File: config.mk
export PLATFORM = sky130hd
export DESIGN_NAME = registra_especial_multi
export DESIGN_NICKNAME = d
export VERILOG_FILES = /design/src/rtl/registra_especial_multi.sv
export SDC_FILE = /design/constraint.sdc
export NUM_CORES = 1
export LEC_CHECK = 0
export CAP_MARGIN = 20
export CORE_MARGIN = 1.5
export CORE_UTILIZATION = 41
export CTS_CLUSTER_DIAMETER = 150
export DETAILED_ROUTE_END_ITERATION = 6
export GPL_TIMING_DRIVEN = 0
export PLACE_DENSITY_LB_ADDON = 0.12
export SETUP_SLACK_MARGIN = 0.2
export SYNTH_ARGS = -nofsm -noshare
export SYNTH_HDL_FRONTEND = slang
export SYNTH_SLANG_ARGS = --single-unit
File: constraint.sdc
create_clock -name clock -period 1.7 [get_ports clock]
set_input_delay 0.255 -clock clock [delete_from_list [all_inputs] [get_ports clock]]
set_output_delay 0.255 -clock clock [all_outputs]
set_load 0.1 [all_outputs]
File: src/rtl/registra_especial_multi.sv
// registra_especial_multi
// Registers one "special shot": up to N_TIROS shots, one per direction enabled
// in a mask, all at the same ship position. The shots go into free slots of an
// external shot memory. The block scans directions in ascending order and
// memory slots in ascending order. It writes a shot only into a slot whose
// loaded flag is clear. It stops when every enabled direction has been placed
// or when the last slot has been examined.
//
// Ports
//   clock, reset            clock (rising edge), synchronous active-high reset
//   registra_tiro_especial  start request, accepted only while idle (ESPERA)
//   mascara_direcoes        direction enable mask, latched at start
//   posicao_nave            ship position, latched at start
//   loaded_tiro             loaded flag of the slot at endereco_tiro (async read)
//   endereco_tiro           slot pointer
//   dado_posicao            position to write
//   dado_opcode             direction index to write
//   enable_mem_tiro         memory write strobe
//   enable_load_tiro        sets the loaded flag of the addressed slot
//   especial_registrado     one-cycle done pulse
//   especial_incompleto     with the done pulse: some enabled direction was not placed
//   tiros_registrados       number of shots written by the current/last operation
//   ocupado                 busy (every state except ESPERA)
//   db_estado               state code for debug
//
// state        | meaning
// -------------+-----------------------------------------------------------
// INICIAL  (0) | post-reset, moves to ESPERA
// ESPERA   (1) | idle, waits for start and latches mask/position
// ZERA     (2) | clears slot pointer, direction index and shot count
// PROCURA_DIR(3)| finds the next enabled direction, or finishes when none remain
// VERIFICA (4) | checks whether the current slot is occupied
// SALVA    (5) | writes the shot (dir, position) into the current slot
// AVANCA_SLOT(6)| moves to the next slot, or finishes at the last slot
// SINALIZA (7) | done pulse plus the incomplete flag

module registra_especial_multi #(
    parameter int N_TIROS  = 4,
    parameter int PROF_MEM = 16,
    parameter int W_POS    = 4,
    parameter int W_OP     = 3
) (
    input  logic                         clock,
    input  logic                         reset,
    input  logic                         registra_tiro_especial,
    input  logic [N_TIROS-1:0]           mascara_direcoes,
    input  logic [W_POS-1:0]             posicao_nave,
    input  logic                         loaded_tiro,
    output logic [$clog2(PROF_MEM)-1:0]  endereco_tiro,
    output logic [W_POS-1:0]             dado_posicao,
    output logic [W_OP-1:0]              dado_opcode,
    output logic                         enable_mem_tiro,
    output logic                         enable_load_tiro,
    output logic                         especial_registrado,
    output logic                         especial_incompleto,
    output logic [$clog2(N_TIROS+1)-1:0] tiros_registrados,
    output logic                         ocupado,
    output logic [3:0]                   db_estado
);

    localparam int W_ADR = $clog2(PROF_MEM);
    localparam int W_CNT = $clog2(N_TIROS + 1);

    // A 4-bit state register leaves codes 8..15 unused; they decode as F and recover.
    localparam logic [3:0] ST_INICIAL     = 4'd0;
    localparam logic [3:0] ST_ESPERA      = 4'd1;
    localparam logic [3:0] ST_ZERA        = 4'd2;
    localparam logic [3:0] ST_PROCURA_DIR = 4'd3;
    localparam logic [3:0] ST_VERIFICA    = 4'd4;
    localparam logic [3:0] ST_SALVA       = 4'd5;
    localparam logic [3:0] ST_AVANCA_SLOT = 4'd6;
    localparam logic [3:0] ST_SINALIZA    = 4'd7;

    logic [3:0]         estado_q,  estado_d;
    logic [N_TIROS-1:0] mascara_q, mascara_d;
    logic [W_POS-1:0]   posicao_q, posicao_d;
    logic [W_ADR-1:0]   slot_q,    slot_d;
    logic [W_CNT-1:0]   dir_q,     dir_d;
    logic [W_CNT-1:0]   cont_q,    cont_d;

    logic dir_fim;
    logic mask_bit;
    logic resto;

    // dir_q ranges 0..N_TIROS. The mask is selected by comparison instead of
    // a direct index, so dir_q == N_TIROS never addresses past the mask.
    always_comb begin
        mask_bit = 1'b0;
        resto    = 1'b0;
        for (int i = 0; i < N_TIROS; i++) begin
            if (i == int'(dir_q)) begin
                mask_bit = mascara_q[i];
            end
            if ((i >= int'(dir_q)) && mascara_q[i]) begin
                resto = 1'b1;
            end
        end
    end

    assign dir_fim = (dir_q == W_CNT'(N_TIROS));

    always_comb begin
        estado_d  = estado_q;
        mascara_d = mascara_q;
        posicao_d = posicao_q;
        slot_d    = slot_q;
        dir_d     = dir_q;
        cont_d    = cont_q;
        case (estado_q)
            ST_INICIAL: begin
                estado_d = ST_ESPERA;
            end
            ST_ESPERA: begin
                if (registra_tiro_especial) begin
                    mascara_d = mascara_direcoes;
                    posicao_d = posicao_nave;
                    estado_d  = ST_ZERA;
                end
            end
            ST_ZERA: begin
                slot_d   = '0;
                dir_d    = '0;
                cont_d   = '0;
                estado_d = ST_PROCURA_DIR;
            end
            ST_PROCURA_DIR: begin
                if (dir_fim) begin
                    estado_d = ST_SINALIZA;
                end else if (!mask_bit) begin
                    dir_d = dir_q + W_CNT'(1);
                end else begin
                    estado_d = ST_VERIFICA;
                end
            end
            ST_VERIFICA: begin
                estado_d = loaded_tiro ? ST_AVANCA_SLOT : ST_SALVA;
            end
            ST_SALVA: begin
                dir_d    = dir_q + W_CNT'(1);
                cont_d   = cont_q + W_CNT'(1);
                estado_d = ST_AVANCA_SLOT;
            end
            ST_AVANCA_SLOT: begin
                // Last slot ends the operation; the pointer never wraps.
                if (slot_q == W_ADR'(PROF_MEM - 1)) begin
                    estado_d = ST_SINALIZA;
                end else begin
                    slot_d   = slot_q + W_ADR'(1);
                    estado_d = ST_PROCURA_DIR;
                end
            end
            ST_SINALIZA: begin
                estado_d = ST_ESPERA;
            end
            default: begin
                estado_d = ST_INICIAL;
            end
        endcase
    end

    always_ff @(posedge clock) begin
        if (reset) begin
            estado_q  <= ST_INICIAL;
            mascara_q <= '0;
            posicao_q <= '0;
            slot_q    <= '0;
            dir_q     <= '0;
            cont_q    <= '0;
        end else begin
            estado_q  <= estado_d;
            mascara_q <= mascara_d;
            posicao_q <= posicao_d;
            slot_q    <= slot_d;
            dir_q     <= dir_d;
            cont_q    <= cont_d;
        end
    end

    // Strobes depend only on the state. Data comes straight from registers,
    // so it stays stable for the whole SALVA cycle.
    assign enable_mem_tiro     = (estado_q == ST_SALVA);
    assign enable_load_tiro    = (estado_q == ST_SALVA);
    assign especial_registrado = (estado_q == ST_SINALIZA);
    assign especial_incompleto = (estado_q == ST_SINALIZA) && resto;
    assign ocupado             = (estado_q != ST_ESPERA);
    assign db_estado           = (estado_q <= ST_SINALIZA) ? estado_q : 4'hF;
    assign endereco_tiro       = slot_q;
    assign dado_posicao        = posicao_q;
    assign dado_opcode         = W_OP'(dir_q);
    assign tiros_registrados   = cont_q;

endmodule

Word-level counts from Yosys, hierarchy flattened --
Cells that the tools add are included.
Word-level totals: register bits 22, input bits 12, output and inout port bits 23, logic and storage cells 68
Cells by class: $add $sub $neg 3, magnitude comparators 5, eq/ne operators 18, mux-type cells 21, reduce and logical (&&, ||, !) cells 15
Operators by type and width (number):
- one-hot mux 4 bit (7 select lines) | 1
- 2-to-1 mux 4 bit | 5
- equality test 4 x 3 -> 1 bit (second input constant) | 4
- 2-to-1 mux 3 bit | 3
- one-hot mux 3 bit (3 select lines) | 1
- equality test 4 x 2 -> 1 bit (second input constant) | 2
- 2-to-1 mux 1 bit | 8
- != test 2 bit (second input constant) | 4
- one-hot mux 4 bit (2 select lines) | 1
- adder 3 x 1 -> 3 bit (second input constant) | 2
- equality test 3 bit (first input constant) | 2
- >= comparator 1 x 3 -> 1 bit (first input constant) | 2
- >= comparator 2 x 3 -> 1 bit (first input constant) | 2
- one-hot mux 3 bit (2 select lines) | 1
- AND reduction 2 bit | 3
- logical AND 1 bit | 5
- adder 4 x 1 -> 4 bit (second input constant) | 1
- equality test 4 x 1 -> 1 bit (second input constant) | 1
- equality test 4 bit (second input constant) | 1
- less-or-equal comparator 4 x 3 -> 1 bit (second input constant) | 1
- zero test 4 bit | 1
- != test 4 x 1 -> 1 bit (second input constant) | 1
- nonzero test 2 bit | 2
- equality test 2 x 3 -> 1 bit (first input constant) | 1
- 7 further kinds | 7

Logic depth before layout (Yosys ltp) --
depth in word-level cells 8, gate-level depth with buffers 6, mapped depth without buffers 6

Worst setup path after synthesis --
Ideal clock, no wire load.
path type register -> output, from register estado_q[2], to output especial_incompleto, arrival 3.052 ns, required time 1.445 ns, path slack -1.607 ns, stages on the path, launching flop included 4, buffers on the path 1, path through dfxtp_1 > buf_2 > and3_1 > and3_1
Between the ends: word-level cells in the longest chain between the ends 2
Ends and longest elaborated chain:
- from (decl) | line 74 | logic [3:0] estado_q, estado_d;
- from (signal assigned) | line 170 | estado_q <= estado_d;
- equality test 4 x 3 -> 1 bit
- via especial_registrado | line 54 | output logic especial_registrado,
- logical AND 1 bit | line 184 | assign especial_incompleto = (estado_q == ST_SINALIZA) && resto;
- to (decl) | line 55 | output logic especial_incompleto,
The timed path passes the listed nets, and every way through them passes these cells.

Final worst setup path --
from register dir_q[1], in the netlist dado_opcode[1], to output especial_incompleto
Between the ends: word-level cells in the longest chain between the ends 7, elaborated cells on any way between the ends 13, those cells by class order compare (4); mux (4); reduce/logical (5)
Ends and longest elaborated chain:
- from (decl) | line 78 | logic [W_CNT-1:0] dir_q, dir_d;
- from (signal assigned) | line 174 | dir_q <= dir_d;
- >= comparator 1 x 3 -> 1 bit | line 94 | if ((i >= int'(dir_q)) && mascara_q[i]) begin
- logical AND 1 bit | line 94
- 2-to-1 mux 1 bit (3 in a row) | line 94
- 2-to-1 mux 1 bit * | line 94
- logical AND 1 bit * | line 184
Mark *: on every way between the ends. The rest lies on a longest branch, timed or not.

==> results.py <==
metrics = {
    "worst_setup_path": {
        "setup.worst_path.end_class": "output pin",
        "criticalPathCategory": "reg -> out",
        "rrSetupSlack_ps": -60,
        "worstRegToRegCells": 7,
        "crit_path_start_kind": "register",
        "worst-endpoint-arrival_ps": 1560,
        "cp_max_fo": 5,
        "crit_required_ps": 1440,
    },
    "clocking": {
        "clk_pin_slew_worst_paths_ps": 120,
        "cts_sinks": 21,
        "cts_tree": "done",
        "cts_inserted_buffers": 3,
        "worstSkewPairLatency_ps": 300,
        "cts_root_buf": "clkbuf_4",
        "htree_levels": 1,
        "clk_path_buf_depth": 2,
    },
    "final_layout": {
        "final_util_pct": 68.2,
        "drive_gt1_share_pct": 44.2,
        "area_growth_pct": 60.5,
        "nFillCells": 218,
        "layout_common_cells": "16 x buf_4, 15 x nor2_1, 14 x mux2i_1",
        "num-nets-final": 201,
        "insertedDiodeCount": 0,
        "layout_commonest_cell": "buf_4",
    },
    "sta": {
        "period_minus_slack_ps": 1810,
        "rsz0062_at_grt": "yes",
        "fmax_mhz": 552,
        "skew_ps": 3.80,
        "setup_ws_ps": -113,
        "finalCritPeriodShare_pct": 107,
        "final-max-slew-violation-count": 0,
        "whs_ps": 352,
        "setup_viol": 5,
        "hold_viol": 0,
    },
    "min_path": {
        "min_path_type": "in -> reg",
        "hold_path_depth": 2,
    },
    "synth": {
        "synthMuxAreaShare_pct": 12.1,
        "ys_types": 38,
        "synth.cell_area_sq_um": 1160,
        "synth_adder_area_share_pct": 7.53,
        "yosysSeqAreaShare_pct": 36.2,
        "syn_avg_cell_area_sq_um": 9.01,
        "syn_inst": 129,
        "yosys_warnings": 0,
        "synth_seq_cells": 21,
        "synth_compound_area_share_pct": 12.1,
        "synth_top_family_by_area": "simple AND/OR/NAND/NOR gates",
        "synth_nets": 148,
        "synth-simple-area-share_pct": 23.5,
        "synth_xor_xnor_area_share_pct": 2.26,
    },
    "drt": {
        "met1Wirelength_microns": 1260,
        "drc": 0,
        "ant_nets": 0,
        "vias_per_cell": 5.25,
        "drtIter0Drc": 20,
        "wl_per_cell_microns": 14.3,
        "totalWireLength_microns": 3030,
        "vias": 1114,
        "wl_met2_microns": 1600,
        "top_layer": "met4",
        "wl_met3_microns": 131,
        "dr.pass1.iters": 4,
    },
    "placed_design": {
        "place_hpwl_microns": 1900,
        "portBuffers": 32,
        "gp_congestion": 0.721,
    },
    "power": {
        "powerDensity_nw_per_um2": 971,
        "peakVddDrop_mv": 0.951,
        "leakagePower_nw": 0.780,
    },
    "die": {
        "io_pins": 35,
        "die_y_microns": 56.2,
        "dieArea_sq_um": 3160,
        "rows": 19,
        "start_util_pct": 42.5,
        "fp.dieW_microns": 56.2,
        "fp.coreArea_sq_um": 2730,
    },
    "grt": {
        "grt_pass1_vias": 1013,
        "grt_overflow": 0,
        "grtUsageTotal_pct": 18.7,
        "grt_max_degree": 13,
        "grt_pass1_wl_microns": 4660,
        "antenna_found_initial": 0,
    },
    "flow_run": {
        "cap_violations": 0,
    },
    "run_status": {
        "status": "finished with violations",
        "failed_checks": "negative setup slack",
    },
}
## sequential cells by signal (all words and copies together), names as in the netlist
signal	cells
endereco_tiro	4
estado_q	3
dado_posicao	4
dado_opcode	3
tiros_registrados	3
mascara_q	4
## cell usage after synthesis (all sizes together)
master	number	area (sq um)
nor2	18	86.3
and2b	1	7.51
or3b	1	11.3
a22oi	1	7.51
o211ai	2	15.0
nand2	10	37.5
conb	1	3.75
a21oi	5	25.0
nand3b	1	7.51
o31a	1	8.76
a211o	1	8.76
nand2b	1	6.26
ha	7	87.6
nand4	2	12.5
nor3	2	10.0
dfxtp	21	420
buf	6	41.3
inv	6	22.5
or2	1	6.26
nand3	2	10.0
mux2i	14	140
and3	4	25.0
xor2	3	26.3
nor2b	2	12.5
nor4	1	6.26
a31oi	1	6.26
o21ai	6	33.8
and3b	1	8.76
and2	2	12.5
a211oi	1	7.51
nor3b	1	12.5
clkbuf	2	7.51
a2111oi	1	27.5
## per-layer routing
metal	global-route usage, %	vias up
met2	33.6	31
met4	6.46	0
met5	0	-
met1	22.2	534
met3	3.26	4
li1	-	545
## final timing paths
path,to,startpoint
hold / removal,dado_posicao[3],reset
setup / recovery,especial_incompleto,dado_opcode[1]
setup reg to reg,dado_opcode[2],dado_opcode[0]
hold reg to reg,endereco_tiro[3],endereco_tiro[3]
## cell families after synthesis
logic type	count (synthesis)
AND/OR/NAND/NOR	50
flip-flops	21
AO/OA/AOI/OAI	19
multiplexers	14
buffers and inverters	14
adder cells (fa/ha/maj)	7
XOR/XNOR	3
other	1
## worst max-delay path, stage by stage, from the launching register on
cell      delay (ps)
dfxtp_4          420
inv_6             50
ha_4             150
a21oi_2          140
o211ai_1         140
and3_4           190
buf_12           160
## layout make-up
type / instances / area, sq um / share of cell area [%]
multi-input cells: 94 / 781 / 41.9
clock inverters: 1 / 5.00 / 0.268
repair buffers: 48 / 444 / 23.8
clock buffers: 3 / 22.5 / 1.21
well taps: 31 / 38.8 / 2.08
plain buffers: 8 / 88.8 / 4.76
inverters: 6 / 30.0 / 1.61
flip-flops and latches: 21 / 455 / 24.4
## where the power goes
part / switching (mW) / total, mW / internal, mW
Combinational: 0.608 / 1.00 / 0.393
Sequential: 0.0343 / 0.569 / 0.534
Clock: 0.154 / 0.242 / 0.0874
## per-stage QoR
step	setup slack, ps	TNS [ps]	instance area (sq um)	std cells	power [mW]
after global routing	-160	-670	1870	212	1.90
final	-113	-306	1870	212	1.81
after CTS	-73.1	-73.1	1840	204	1.75
after global placement	-734	-2980	1620	192	1.37
after detailed placement	-770	-3060	1620	192	1.38
after floorplan	-140	-1400	1260	129	1.21
## repair_timing
| action | in CTS | in global routing |
|---|---|---|
| endpoints found under the setup margin | 36 | 32 |
| gates resized for setup | 126 | 24 |
| buffers inserted | 8 | 8 |
| hold buffers | 0 | 0 |
| pin swaps | 10 | 8 |
Power figures use the tool's default switching activity.
